File: src/rtl/daq_pkg.sv
// Shared field layout and channel ids for the DAQ result stream.
// Stream word: {channel, overflow, zero-extended count}.
package daq_pkg;

   localparam int DAQ_DATA_W  = 32;
   localparam int DAQ_CH_BIT  = 31;
   localparam int DAQ_OVF_BIT = 30;
   localparam int DAQ_CNT_LSB = 0;
   localparam int DAQ_CNT_MSB = 29;
   localparam int DAQ_CNT_FW  = DAQ_CNT_MSB - DAQ_CNT_LSB + 1;

   typedef enum logic {
      DAQ_CH0 = 1'b0,
      DAQ_CH1 = 1'b1
   } daq_ch_e;

   function automatic logic [DAQ_DATA_W-1:0] daq_pack(
      input logic                  ch,
      input logic                  ovf,
      input logic [DAQ_CNT_FW-1:0] cnt
   );
      logic [DAQ_DATA_W-1:0] w;
      w                          = '0;
      w[DAQ_CH_BIT]              = ch;
      w[DAQ_OVF_BIT]             = ovf;
      w[DAQ_CNT_MSB:DAQ_CNT_LSB] = cnt;
      return w;
   endfunction

endpackage

File: src/rtl/daq_res_fifo.sv
// Per-channel synchronous FIFO with first-word-fall-through read.
// A write into a full FIFO is accepted only when a pop happens in the same cycle.
module daq_res_fifo #(
   parameter int W     = 32,
   parameter int DEPTH = 8
) (
   input  logic         clk,
   input  logic         rst_n,
   input  logic         clr,
   input  logic         wr_en,
   input  logic [W-1:0] din,
   output logic         full,
   input  logic         rd_en,
   output logic [W-1:0] dout,
   output logic         empty,
   output logic         one_left
);

   localparam int AW = $clog2(DEPTH);

   logic [W-1:0] mem [DEPTH];
   logic [AW:0]  wr_ptr_reg;
   logic [AW:0]  rd_ptr_reg;
   logic [AW:0]  level;
   logic         do_wr;
   logic         do_rd;

   assign level    = wr_ptr_reg - rd_ptr_reg;
   assign full     = (level == (AW+1)'(DEPTH));
   assign empty    = (level == '0);
   assign one_left = (level == (AW+1)'(1));

   assign do_rd = rd_en && !empty && !clr;
   assign do_wr = wr_en && !clr && (!full || do_rd);

   // Head word is read combinationally so the output stage can load it the
   // cycle after it was written.
   assign dout = mem[rd_ptr_reg[AW-1:0]];

   always_ff @(posedge clk) begin
      if (do_wr) begin
         mem[wr_ptr_reg[AW-1:0]] <= din;
      end
   end

   always_ff @(posedge clk or negedge rst_n) begin
      if (!rst_n) begin
         wr_ptr_reg <= '0;
         rd_ptr_reg <= '0;
      end else if (clr) begin
         wr_ptr_reg <= '0;
         rd_ptr_reg <= '0;
      end else begin
         if (do_wr) begin
            wr_ptr_reg <= wr_ptr_reg + 1'b1;
         end
         if (do_rd) begin
            rd_ptr_reg <= rd_ptr_reg + 1'b1;
         end
      end
   end

endmodule

File: src/rtl/daq_result_arbiter.sv
// Buffers two encoder-count channels and round-robin merges them onto one
// AXI4-Stream master, packetised by PKT_LEN beats or by session end.
module daq_result_arbiter
   import daq_pkg::*;
#(
   parameter int CNT_W      = 30,
   parameter int FIFO_DEPTH = 8,
   parameter int PKT_LEN    = 16,
   parameter int DROP_W     = 16
) (
   input  logic              aclk,
   input  logic              aresetn,
   input  logic              i_clr,
   input  logic              i_arm,
   input  logic              i_rdy0,
   input  logic [CNT_W-1:0]  i_cnt0,
   input  logic              i_ovf0,
   input  logic              i_rdy1,
   input  logic [CNT_W-1:0]  i_cnt1,
   input  logic              i_ovf1,
   output logic              m00_axis_tvalid,
   output logic [31:0]       m00_axis_tdata,
   output logic [3:0]        m00_axis_tstrb,
   output logic              m00_axis_tlast,
   input  logic              m00_axis_tready,
   output logic [DROP_W-1:0] o_drop0,
   output logic [DROP_W-1:0] o_drop1,
   output logic              o_busy
);

   localparam int BEAT_W = (PKT_LEN > 1) ? $clog2(PKT_LEN) : 1;
   localparam logic [BEAT_W-1:0] BEAT_LAST = BEAT_W'(PKT_LEN - 1);

   logic [1:0]       rdy_vec;
   logic [1:0]       ovf_vec;
   logic [CNT_W-1:0] cnt_arr [2];
   logic [1:0]       fifo_full;
   logic [1:0]       fifo_empty;
   logic [1:0]       fifo_one;
   logic [1:0]       fifo_rd;
   logic [1:0]       fifo_wr_ok;
   logic [1:0]       fifo_drop;
   logic [31:0]      fifo_dout [2];

   logic              tvalid_reg;
   logic [31:0]       tdata_reg;
   logic              tlast_reg;
   daq_ch_e           rr_reg;
   logic [BEAT_W-1:0] beat_cnt_reg;
   logic              stale_reg;

   daq_ch_e           sel;
   daq_ch_e           other;
   logic              slot_free;
   logic              load;
   logic              handshake;
   logic              flush_last;
   logic [BEAT_W-1:0] load_idx;

   assign rdy_vec    = {i_rdy1, i_rdy0};
   assign ovf_vec    = {i_ovf1, i_ovf0};
   assign cnt_arr[0] = i_cnt0;
   assign cnt_arr[1] = i_cnt1;

   genvar gi;
   generate
      for (gi = 0; gi < 2; gi++) begin : g_ch
         localparam daq_ch_e CH_ID = daq_ch_e'(gi);
         logic [31:0]       din;
         logic [DROP_W-1:0] drop_reg;

         assign din           = daq_pack(CH_ID, ovf_vec[gi], DAQ_CNT_FW'(cnt_arr[gi]));
         assign fifo_rd[gi]   = load && (sel == CH_ID);
         assign fifo_wr_ok[gi] = rdy_vec[gi] && !i_clr && (!fifo_full[gi] || fifo_rd[gi]);
         assign fifo_drop[gi] = rdy_vec[gi] && !i_clr && fifo_full[gi] && !fifo_rd[gi];

         daq_res_fifo #(
            .W     (32),
            .DEPTH (FIFO_DEPTH)
         ) u_fifo (
            .clk      (aclk),
            .rst_n    (aresetn),
            .clr      (i_clr),
            .wr_en    (rdy_vec[gi]),
            .din      (din),
            .full     (fifo_full[gi]),
            .rd_en    (fifo_rd[gi]),
            .dout     (fifo_dout[gi]),
            .empty    (fifo_empty[gi]),
            .one_left (fifo_one[gi])
         );

         always_ff @(posedge aclk or negedge aresetn) begin
            if (!aresetn) begin
               drop_reg <= '0;
            end else if (i_clr) begin
               drop_reg <= '0;
            end else if (fifo_drop[gi] && (drop_reg != '1)) begin
               drop_reg <= drop_reg + 1'b1;
            end
         end
      end
   endgenerate

   always_comb begin
      sel = DAQ_CH0;
      if (!fifo_empty[0] && !fifo_empty[1]) begin
         sel = rr_reg;
      end else if (!fifo_empty[1]) begin
         sel = DAQ_CH1;
      end
   end

   assign other     = (sel == DAQ_CH0) ? DAQ_CH1 : DAQ_CH0;
   assign slot_free = !tvalid_reg || m00_axis_tready;
   assign load      = slot_free && (fifo_empty != 2'b11) && !i_clr;
   assign handshake = tvalid_reg && m00_axis_tready;

   // Session end: nothing left anywhere once this word leaves, counting
   // results that land in the FIFOs on the same edge.
   assign flush_last = !i_arm && fifo_one[sel] && !fifo_wr_ok[sel]
                       && fifo_empty[other] && !fifo_wr_ok[other];

   // Position of the word being loaded; a beat left over from before a clear
   // does not count towards the new packet.
   assign load_idx = (handshake && !stale_reg)
                     ? (tlast_reg ? '0 : beat_cnt_reg + 1'b1)
                     : beat_cnt_reg;

   always_ff @(posedge aclk or negedge aresetn) begin
      if (!aresetn) begin
         tvalid_reg   <= 1'b0;
         tdata_reg    <= '0;
         tlast_reg    <= 1'b0;
         rr_reg       <= DAQ_CH0;
         beat_cnt_reg <= '0;
         stale_reg    <= 1'b0;
      end else begin
         if (load) begin
            tvalid_reg <= 1'b1;
            tdata_reg  <= fifo_dout[sel];
            tlast_reg  <= (load_idx == BEAT_LAST) || flush_last;
         end else if (handshake) begin
            tvalid_reg <= 1'b0;
         end

         if (i_clr) begin
            rr_reg       <= DAQ_CH0;
            beat_cnt_reg <= '0;
            stale_reg    <= tvalid_reg && !handshake;
         end else begin
            if (load && !fifo_empty[0] && !fifo_empty[1]) begin
               rr_reg <= other;
            end
            if (handshake) begin
               stale_reg <= 1'b0;
               if (!stale_reg) begin
                  beat_cnt_reg <= tlast_reg ? '0 : beat_cnt_reg + 1'b1;
               end
            end
         end
      end
   end

   assign m00_axis_tvalid = tvalid_reg;
   assign m00_axis_tdata  = tdata_reg;
   assign m00_axis_tstrb  = 4'hF;
   assign m00_axis_tlast  = tlast_reg;
   assign o_drop0         = g_ch[0].drop_reg;
   assign o_drop1         = g_ch[1].drop_reg;
   assign o_busy          = tvalid_reg || (fifo_empty != 2'b11);

endmodule

File: config.mk
export PLATFORM = sky130hd
export DESIGN_NAME = daq_result_arbiter
export DESIGN_NICKNAME = d
export VERILOG_FILES = /design/src/rtl/daq_pkg.sv /design/src/rtl/daq_res_fifo.sv /design/src/rtl/daq_result_arbiter.sv
export SDC_FILE = /design/constraint.sdc
export NUM_CORES = 1
export LEC_CHECK = 0
export CORE_UTILIZATION = 60
export DETAILED_ROUTE_END_ITERATION = 8
export PLACE_DENSITY_LB_ADDON = 0.1
export SYNTH_ARGS = -nofsm -noshare
export SYNTH_HDL_FRONTEND = slang
export SYNTH_SLANG_ARGS = --single-unit
File: constraint.sdc
create_clock -name aclk -period 17.75 [get_ports aclk]
set_clock_uncertainty 0.2 [all_clocks]
set_input_delay 1.775 -clock aclk [delete_from_list [all_inputs] [get_ports aclk]]
set_output_delay 1.775 -clock aclk [all_outputs]
set_load 0.1 [all_outputs]
Yosys cells after proc, flatten, opt, wreduce, memory -nomap -nowiden
Memory sizes are Yosys's and may differ from the RTL's.
Index checks and enable logic that the tools add are counted.
Word-level totals
  bits in registers: 88
  memories: 2
  RAM bits: 496
  word-level logic and storage cells: 139
Operators by class
  equal/unequal tests: 9
  add/sub/neg operators: 9
  bitwise gates (word level): 2
  multiplexer cells: 40
  reduce and logical (&&, ||, !) cells: 62
  $lt $le $gt $ge: 3
Memories
  g_ch[0].u_fifo.mem: depth 8, width 31, read ports 1, clocked after Yosys merged registers in 0, write ports 1, RTL line daq_res_fifo.sv:21  | logic [W-1:0] mem [DEPTH];
  g_ch[1].u_fifo.mem: depth 8, width 31, read ports 1, clocked after Yosys merged registers in 0, write ports 1, RTL line daq_res_fifo.sv:21
Operators with widths (count)
  32-bit two-way mux: 3
  16-bit two-way mux: 4
  4-bit two-way mux: 13
  16-bit by 1-bit adder with 16-bit output (second input constant): 2
  16-bit inequality test (second input constant): 2
  1-bit logical AND: 30
  4-bit by 1-bit adder with 4-bit output (second input constant): 5
  1-bit two-way mux: 20
  2-bit nonzero test: 9
  1-bit logical NOT: 13
  4-bit == test (second input constant): 3
  4-bit by 1-bit == test with 1-bit output (second input constant): 2
  4-bit logical NOT: 2
  4-bit subtractor: 2
  1-bit logical OR: 7
  1-bit by 2-bit < comparator with 1-bit output (second input constant): 2
  2-bit inequality test (second input constant): 2
  2-bit >= comparator (second input constant): 1
  1-bit inverter with 2-bit output: 1
  2-bit AND reduction: 1
  1-bit inverter: 1

Longest topological paths before layout
Gate-level depths: netlist (run 1).
  word-level depth: 16
  mapped depth: 12
  depth with buffers taken out: 10

Cells and area by module
Synthesis (run 1) repeated with hierarchy kept, for this count alone.
Unflattened totals
  cells, all modules: 1386
  area, all modules: 24048.1 um^2
Modules (own cells, without submodules)
  daq_res_fifo: times used 2, area each 10262.3 um^2, cells an instance 516
  daq_result_arbiter: times used 1, area each 3523.4 um^2, cells an instance 354

Worst setup path after synthesis (run 1)
OpenSTA, ideal clock, no wires.
  path kind: register -> register
  start: register g_ch[0].u_fifo.rd_ptr_reg[1]
  end: memory g_ch[1].u_fifo.mem[4][0] (netlist bit), enable pin
  slack: 11.231 ns
  data arrival time: 5.821 ns
  period minus slack after synthesis: 6.519 ns
  stages on the path, launching flop included: 11
  setup time: 0.497 ns
  path buffers: 2
  path through: dfrtp_1 -> clkbuf_1 -> buf_1 -> inv_1 -> fa_1 -> xor2_1 -> or3b_4 -> o31a_1 -> o21ai_0 -> nand2_1 -> nor4_1
Between the ends
  cells in the longest elaborated chain, start to end: 12
  elaborated cells between the ends (all ways): 15
  those cells by class: add/sub (1); eq/ne (1); mux (3); reduce/logical (10)
RTL lines
  start, declared: RTL line daq_res_fifo.sv:23  | logic [AW:0] rd_ptr_reg;
  start signal, assigned: RTL line daq_res_fifo.sv:58  | rd_ptr_reg <= rd_ptr_reg + 1'b1;
  4-bit subtractor (*): RTL line daq_res_fifo.sv:28  | assign level = wr_ptr_reg - rd_ptr_reg;
  4-bit logical NOT (*): RTL line daq_res_fifo.sv:30  | assign empty = (level == '0);
  2-bit inequality test / 1-bit logical NOT (equally long branches): RTL line daq_result_arbiter.sv:116, daq_result_arbiter.sv:107
  1-bit logical AND (on tied branches): RTL line daq_result_arbiter.sv:116, daq_result_arbiter.sv:107
  1-bit logical AND / 1-bit two-way mux (equally long branches): RTL line daq_result_arbiter.sv:116, daq_result_arbiter.sv:107
  1-bit logical AND (*): RTL line daq_result_arbiter.sv:73  | assign fifo_rd[gi] = load && (sel == CH_ID);
  1-bit logical AND (*) (2 in a row): RTL line daq_res_fifo.sv:33  | assign do_rd = rd_en && !empty && !clr;
  1-bit logical OR (*): RTL line daq_res_fifo.sv:34  | assign do_wr = wr_en && !clr && (!full || do_rd);
  1-bit logical AND (*): RTL line daq_res_fifo.sv:34
  1-bit two-way mux (*): RTL line daq_res_fifo.sv:41  | if (do_wr) begin
  1-bit two-way mux (not written as such) (*): RTL line daq_res_fifo.sv:42  | mem[wr_ptr_reg[AW-1:0]] <= din;
  end, declared: RTL line daq_res_fifo.sv:21
Mark *: on every way between the ends. The rest lies on a longest branch, timed or not.

Worst setup path after layout (run 1)
  start: register g_ch[0].u_fifo.rd_ptr_reg[0]
  end: output port o_busy
Between the ends
  cells in the longest elaborated chain, start to end: 4
RTL lines
  4-bit subtractor: RTL line daq_res_fifo.sv:28
  4-bit logical NOT: RTL line daq_res_fifo.sv:30
  2-bit inequality test: RTL line daq_result_arbiter.sv:171  | assign o_busy = tvalid_reg || (fifo_empty != 2'b11);
  1-bit logical OR: RTL line daq_result_arbiter.sv:171
  end, declared: RTL line daq_result_arbiter.sv:28  | output logic o_busy
Every way passes these cells.

==> reports/results.ini, run 1 <==
[power]
peakVddDrop_mv=0.254
power_density_nw_per_um2=143
power.total_mw=3.88
leakagePower_nw=9.23

[synthesis]
synth_area_leaders=edfxtp_1 (64%), mux4_2 (12%), dfrtp_1 (9.5%), mux2i_1 (3.1%), o221ai_1 (1.2%)
synth_edf_count=496
synth_top_cell_by_area=edfxtp_1
avgSynthCellArea_um2=19.0
synth-seq-cells=584
synthesis.area_um2=23300
seq_area_frac_synth_pct=73.4
syn_inst=1223
synth_top_area_share_pct=64.0
synthArstFlopShare_pct=15.1
yosys_warnings=0
synth_ff_type=edfxtp_1
synth_cell_types=57

[detailed_routing]
drt_iter0_drc=868
num_vias=11900
ant_nets=0
drc_errors=0
viasPerCell=6.14
routed_wl_mm=46.4
wl_per_cell_um=23.9
firstDrtPassIters=5

[grt]
gr-usage-all-layers_pct=24.7
grt_max_degree=66
grt_busiest_layer=met2
grt_pass1_wl_mm=71.0
use_met1_pct=35.1
antenna_found_initial=3
use_met2_pct=39.4
grt_overflow=0
grt_pass1_vias=12100
gr-usage-met3_pct=4.56

[sta]
tns_ps=0
fin_ws_ps=11280
hold_violations=0
fmax_ghz=0.155
period_minus_slack_ps=6470
finalSetupViolCount=0
fin_crit_sh_pct=36.4
worst_pin_slew_ps=1040
holdWs_ps=307
slew_violations=0
rsz0062_at_grt=no
slew_headroom_pct=30.7

[setup_path]
crit_arrival_ps=4490
cp_max_fo=29
critPathRequiredTime_ps=15770
cp-start-kind=flop
worstSetupPathType=flop to output pin
end_kind=output pin

[clock_tree]
htree_levels=2
cts_resized=0
clock-root-buffer=clkbuf_16
numCtsBuffers=57
clk_pin_slew_worst_paths_ps=60
clk_latency_ps=610
cts_hold_buf=0
cts_setup_buffers=0
cts_tree=done
cts.path.max_buffers=3
cts_sinks=584

[layout]
area.growth.synth_to_final_pct=16.3
final-seq-area_um2=17100
largest_reg_flops=496
nFillCells=2351
postLayoutCellArea_um2=27100
multiInputGateArea_um2=5900
nets=1467
drive_above_1_share_pct=18.2

[run_status]
status=finished, final reports clean

[die]
num_io_pins=140
initial_utilization_pct=61.4
dieArea_um2=39600
die_w_um=199
num_rows=71
core_um2=37900
die_h_um=199

[placed_design]
dp_slack_ps=11850
hpwl_mm=26.4
gp_congestion=0.918
place_area_um2=25300
io_buffers=135

[flow_run]
drv_cap=0

[worst_hold_path]
hp-class=flop to flop

-- cell usage after synthesis, types with 3 or more instances --
library cell / instances
nand3_1: 20
o21ai_1: 6
nor2_1: 25
nand3b_1: 5
edfxtp_1: 496
buf_4: 7
nand2_1: 52
o221ai_1: 31
xor2_1: 6
o31ai_1: 14
and4_1: 3
a21oi_1: 43
nor2b_1: 3
clkbuf_1: 26
buf_2: 19
ha_1: 13
or4_1: 11
inv_1: 20
o21ai_0: 23
mux4_2: 124
and3_1: 7
mux2i_1: 71
xnor2_1: 7
nand4_1: 9
nor4_1: 11
dfrtp_1: 88
buf_1: 7
nand2b_1: 9
or3_1: 21
nor3_1: 10
-- report_power, final --
group          internal [mW]  switching, mW
Combinational          0.340          0.671
Clock                  0.683          0.492
Sequential              1.61         0.0816
-- per-stage QoR --
step,util (%),cells
floorplan,-,1226
global placement,66.6,1835
detailed placement,66.6,1835
CTS,71.4,1943
global route,71.4,1943
finish,71.4,1944
-- area by class of cell --
| class | instances | share of cell area, % |
|---|---|---|
| clock buffers | 79 | 5.88 |
| well taps | 511 | 2.36 |
| flip-flops and latches | 584 | 63.1 |
| repair buffers | 159 | 5.63 |
| diodes | 1 | 0.00924 |
| clock inverters | 29 | 0.896 |
| multi-input cells | 559 | 21.8 |
| inverters | 22 | 0.305 |
-- worst max-delay path, cell delays in order (launching register included) --
cell             delay [ps]
dfrtp_4                 780
ha_1                    270
inv_1                    60
fa_1                    380
xor2_1                  170
or3b_4                  420
or3_1                   450
or3_1                   390
clkdlybuf4s50_1         970
-- cell usage in the layout, fill, tap and decap left out, types with 8 or more instances in the layout --
master	count
nand2b_1	9
nor2_1	24
or4_1	11
mux2i_1	71
nand2_1	52
o21ai_0	23
nor4_2	8
clkinv_2	13
clkbuf_1	16
o31ai_1	14
mux4_2	124
buf_4	25
clkbuf_16	59
clkdlybuf4s50_1	133
or3_1	21
clkinv_1	10
a21oi_1	43
nand3_1	20
ha_1	13
edfxtp_1	496
dfrtp_1	84
inv_1	20
nand4_1	9
o221ai_1	31
-- routing by layer --
metal | share of wire [%] | wire (µm)
met1 | 43 | 19900
met2 | 48 | 22500
met3 | 6.5 | 3020
met4 | 2.2 | 1020
met5 | 0.073 | 34
-- kinds of logic after synthesis --
group,Yosys count,synth area share [%]
xor+xnor,13,0.489
compound gates,135,3.89
simple gates,197,4.61
flops,584,73.4
buf+inv,83,1.66
other cells,1,0.0161
mux,195,15.0
fa+ha+maj,15,0.871
-- worst paths after layout --
check	from	endpoint	slack, ps	depth (start not counted)
setup / recovery	g_ch[0].u_fifo.rd_ptr_reg[0]$_DFFE_PN0P_	o_busy	11280	8
hold / removal	m00_axis_tdata[6]$_DFFE_PN0N_	m00_axis_tdata[6]$_DFFE_PN0N_	310	2
setup reg to reg	g_ch[0].u_fifo.rd_ptr_reg[2]$_DFFE_PN0P_	g_ch[0].u_fifo.mem[6][20]$_DFFE_PP_	13490	9
hold reg to reg	m00_axis_tdata[6]$_DFFE_PN0N_	m00_axis_tdata[6]$_DFFE_PN0N_	310	2
max in group asynchronous	aresetn	g_ch[1].u_fifo.rd_ptr_reg[0]$_DFFE_PN0P_	15320	2
min in group asynchronous	aresetn	o_drop0[9]$_DFFE_PN0P_	980	1
No activity file was read; power rests on OpenSTA's default activity.
==> run 2: changes to the inputs <==
Settings changed: CORE_UTILIZATION 60 to 53.
Clock period 17.75 ns to 5.82 ns, I/O delays scaled along.
==> run 2 against run 1 <==
Net effect:
- sequential cell count is the same
- final cell count grew 4.1%
- critical path depth is the same
- highest routed layer unchanged
- critical path type unchanged
==> reports/results.ini, run 2 (synthesis gave the netlist of run 1 again) <==
[setup_path]
r2r_end=g_ch[1].u_fifo.mem[0][22]$_DFFE_PP_
reg2reg_depth=10
critPathLaunch=g_ch[0].u_fifo.rd_ptr_reg[0]$_DFFE_PN0P_
r2r_start=g_ch[0].u_fifo.rd_ptr_reg[0]$_DFFE_PN0P_
crit_arrival_ps=4490
end_kind=output pin
cp-start-kind=flop
crit_path_end=o_busy
cp_max_fo=28
critPathRequiredTime_ps=5040
ff2ff_setup_slack_ps=1510
worstSetupPathType=flop to output pin

[sta]
rsz0062_at_grt=no
period_minus_slack_ps=5270
holdWs_ps=305
slew_headroom_pct=23.6
slew_violations=0
hold_violations=0
fin_crit_sh_pct=90.5
fmax_ghz=0.190
finalSetupViolCount=0
worst_pin_slew_ps=1140

[detailed_routing]
ant_nets=0
drt_iter0_drc=938
viasPerCell=5.84
num_vias=11800
wl_per_cell_um=23.1
firstDrtPassIters=5
drc_errors=0
routed_wl_mm=46.8

[grt]
grt_max_degree=66
grt_overflow=0
antenna_found_initial=3
grt_pass1_wl_mm=72.2
gr-usage-all-layers_pct=21.9
grt_pass1_vias=12100

[clock_tree]
cts_sinks=584
clock-root-buffer=clkbuf_16
htree_levels=2
cts_tree=done
clk_pin_slew_worst_paths_ps=60
cts_hold_buf=2
clk_latency_ps=620
cts.path.max_buffers=3
cts_setup_buffers=0
cts_resized=0
numCtsBuffers=59

[placed_design]
placed_cells=1912
hpwl_mm=27.7
place_area_um2=25400
io_buffers=135
gp_congestion=0.855

[power]
peakVddDrop_mv=0.670
power_density_nw_per_um2=440
leakagePower_nw=9.33
power.total_mw=12.1

[die]
initial_utilization_pct=53.9
num_rows=76
core_um2=43200
num_io_pins=140
die_h_um=212
dieArea_um2=44800
die_w_um=212

[layout]
postLayoutCellArea_um2=27400
largest_reg_flops=496
layout_common_cells=edfxtp_1 (496), clkdlybuf4s50_1 (133), mux4_2 (124)
nets=1474
fin_cells=2024
final_common_cell=edfxtp_1
drive_above_1_share_pct=18.4
fin_util_pct=63.5
diodes=0
area.growth.synth_to_final_pct=17.8

[worst_hold_path]
hp-class=flop to flop
whs_path_depth=2

[run_status]
status=finished, final reports clean

[flow_run]
drv_cap=0

-- run 2: cell types whose count changed in the layout (fill, tap and decap cells not counted), sizes merged --
cell and delta:
bufinv +3, buf +3, inv +1, dlygate4sd3 +2, clkinv -4, diode -1, clkbuf +3, clkinvlp -1
-- run 2: where the power goes --
part           internal [mW]  switching (mW)
Combinational           1.04            2.06
Clock                   2.29            1.52
Sequential              4.91           0.257
-- run 2: per-stage QoR --
| step | setup slack [ps] | TNS [ps] |
|---|---|---|
| 2_1_floorplan | -699 | -86400 |
| 3_3_place_gp | 1130 | 0 |
| 3_5_place_dp | 1120 | 0 |
| 4_1_cts | 458 | 0 |
| 5_1_grt | 286 | 0 |
| 6_report | 552 | 0 |
-- run 2: layout make-up --
type,instances,area (µm²)
tap,585,732
clock buffer,82,1640
inverter,22,82.6
multi-input combinational,559,5940
timing repair buffer,164,1570
sequential,584,17100
clock inverter,28,353
fill,3096,15800
-- run 2: how the worst min path moves through the flow --
| stage | start | end |
|---|---|---|
| 2_1_floorplan | aresetn | beat_cnt_reg[0]$_DFFE_PN0P_ |
| 3_3_place_gp | m00_axis_tdata[30]$_DFFE_PN0N_ | m00_axis_tdata[30]$_DFFE_PN0N_ |
| 3_5_place_dp | m00_axis_tdata[21]$_DFFE_PN0N_ | m00_axis_tdata[21]$_DFFE_PN0N_ |
| 4_1_cts | m00_axis_tdata[30]$_DFFE_PN0N_ | m00_axis_tdata[30]$_DFFE_PN0N_ |
| 5_1_grt | m00_axis_tdata[6]$_DFFE_PN0N_ | m00_axis_tdata[6]$_DFFE_PN0N_ |
| 6_report | m00_axis_tdata[30]$_DFFE_PN0N_ | m00_axis_tdata[30]$_DFFE_PN0N_ |
-- run 2: per-layer routing --
metal | GRT usage (%) | share of wire, %
met1 | 31.1 | 44
met2 | 34.6 | 49
met5 | 0 | 0.058
met3 | 4.67 | 5.3
met4 | 6.17 | 2.1
-- run 2: worst max-delay path: stages, from the launching register on --
cell	delay, ps
dfrtp_4	780
ha_1	270
inv_1	60
fa_1	370
xor2_1	160
or3b_4	420
or3_1	450
or3_1	390
clkdlybuf4s50_1	970
==> run 3: changes to the inputs <==
Settings changed: CAP_MARGIN from default to 20, CORE_UTILIZATION 53 to 56, CTS_BUF_LIST from default to sky130_fd_sc_hd__clkbuf_8.
==> run 3 against run 2 <==
Net effect:
- sequential share of layout area increased by 0.68 points
- maximum frequency is 2.5% higher
- combinational power about the same
==> reports/results.ini, run 3 (synthesis gave the netlist of run 1 again) <==
[power]
p_int_mw=7.68
power.total_mw=11.5
power_density_nw_per_um2=426
seq_power_share_pct=44.7
combPwrFrac_pct=26.9
peakVddDrop_mv=0.678
p_switching_mw=3.87
p_sw_share_pct=33.5
p_clk_share_pct=28.4
leakagePower_nw=9.35

[layout]
drive_above_1_share_pct=19.7
diodes=0
largest_reg_flops=496
area.growth.synth_to_final_pct=16.5
nets=1506
nFillCells=2803
layout_common_cells=edfxtp_1 (496), clkdlybuf4s50_1 (133), mux4_2 (124)
final_common_cell=edfxtp_1

[grt]
grt_pass1_wl_mm=73.1
grt_max_degree=66
grt_pass1_vias=12400
gr-usage-all-layers_pct=23.5
grt_overflow=0
antenna_found_initial=2

[sta]
holdWs_ps=301
period_minus_slack_ps=5140
fin_ws_ps=681
hold_violations=0
finalSetupViolCount=0
slew_headroom_pct=33.2
worst_pin_slew_ps=1000
fin_crit_sh_pct=88.3
rsz0062_at_grt=no
slew_violations=0
fmax_ghz=0.195

[flow_run]
drv_cap=0

[placed_design]
io_buffers=135
gp_congestion=0.867
hpwl_mm=27.5
dp_slack_ps=1370

[clock_tree]
cts.path.max_buffers=3
htree_levels=3
numCtsBuffers=93
cts_hold_buf=1
cts_tree=done
clock-root-buffer=clkbuf_8
cts_setup_buffers=0
clk_pin_slew_worst_paths_ps=60
cts_resized=0
clk_latency_ps=660
cts_sinks=584

[worst_hold_path]
hp-class=primary input to async pin

[die]
num_rows=74
die_w_um=206
num_io_pins=140
die_h_um=206
dieArea_um2=42400
initial_utilization_pct=56.9
core_um2=40900

[setup_path]
crit_arrival_ps=4360
r2r_start=g_ch[1].u_fifo.rd_ptr_reg[0]$_DFFE_PN0P_
cp-start-kind=flop
worstSetupPathType=flop to output pin
crit_chain=inv_1 -> ha_1 -> inv_1 -> fa_1 -> xor2_1 -> or3b_4 -> or3_1 -> or3_1 -> clkdlybuf4s50_1
r2r_end=g_ch[1].u_fifo.mem[7][22]$_DFFE_PP_
cp_max_fo=6
reg2reg_depth=9
critPathRequiredTime_ps=5040
slowest_stage=clkdlybuf4s50_1
critPathMaxStageDelay_ps=980
end_kind=output pin
ff2ff_setup_slack_ps=1660

[detailed_routing]
viasPerCell=5.97
wl_per_cell_um=23.5
routed_wl_mm=47.7
firstDrtPassIters=5
num_vias=12100
drt_iter0_drc=1042
ant_nets=0
drc_errors=0

[run_status]
status=finished, final reports clean

==> run 3: worst max path at each step <==
stage                                              from                                  to  depth (start not counted)
2_1_floorplan  g_ch[0].u_fifo.rd_ptr_reg[1]$_DFFE_PN0P_  g_ch[1].u_fifo.mem[4][0]$_DFFE_PP_                         10
3_3_place_gp   g_ch[0].u_fifo.wr_ptr_reg[0]$_DFFE_PN0P_                              o_busy                          9
3_5_place_dp   g_ch[0].u_fifo.wr_ptr_reg[0]$_DFFE_PN0P_                              o_busy                          9
4_1_cts        g_ch[0].u_fifo.wr_ptr_reg[0]$_DFFE_PN0P_                              o_busy                          9
5_1_grt        g_ch[0].u_fifo.wr_ptr_reg[0]$_DFFE_PN0P_                              o_busy                          9
6_report       g_ch[0].u_fifo.wr_ptr_reg[0]$_DFFE_PN0P_                              o_busy                          9
==> run 3: power by group through the flow <==
stage,clock [mW],combinational (mW),sequential (mW)
after floorplan,0,1.54,5.94
after global placement,0,3.09,5.22
after detailed placement,0,3.13,5.23
after CTS,3.36,3.15,5.15
after global routing,3.54,3.31,5.18
final,3.28,3.11,5.16
==> run 3: metal layers <==
layer | routed length [µm] | share of wire [%] | track usage, %
met1 | 20700 | 43 | 32.9
met3 | 2620 | 5.5 | 5.16
met2 | 23200 | 49 | 37.3
met5 | 23 | 0.048 | 0
met4 | 1120 | 2.3 | 7.80
==> run 3: per-stage QoR <==
stage / utilization (%) / TNS [ps] / instance area (µm²) / instances
5_1_grt: 66.3 / 0 / 27100 / 2029
3_3_place_gp: 61.9 / 0 / 25300 / 1857
6_report: 66.3 / 0 / 27100 / 2029
3_5_place_dp: 61.9 / 0 / 25300 / 1857
2_1_floorplan: - / -86400 / 23300 / 1226
4_1_cts: 66.2 / 0 / 27100 / 2028
==> run 3: worst max-delay path, delay by kind of cell (launching register included) <==
family,cells,cell delay [ps]
simple gates,3,1280
buf+inv,3,1250
fa+ha+maj,2,610
flops,1,400
xor+xnor,1,170
==> run 3: cell type report <==
type | instances | area [µm²] | share of cell area (%)
Tap cell | 532 | 666 | 2.45
Timing Repair Buffer | 162 | 1580 | 5.83
Sequential cell | 584 | 17100 | 63.1
Clock buffer | 97 | 1340 | 4.92
Clock inverter | 73 | 417 | 1.54
Multi-Input combinational cell | 559 | 5940 | 21.9
Inverter | 22 | 82.6 | 0.304
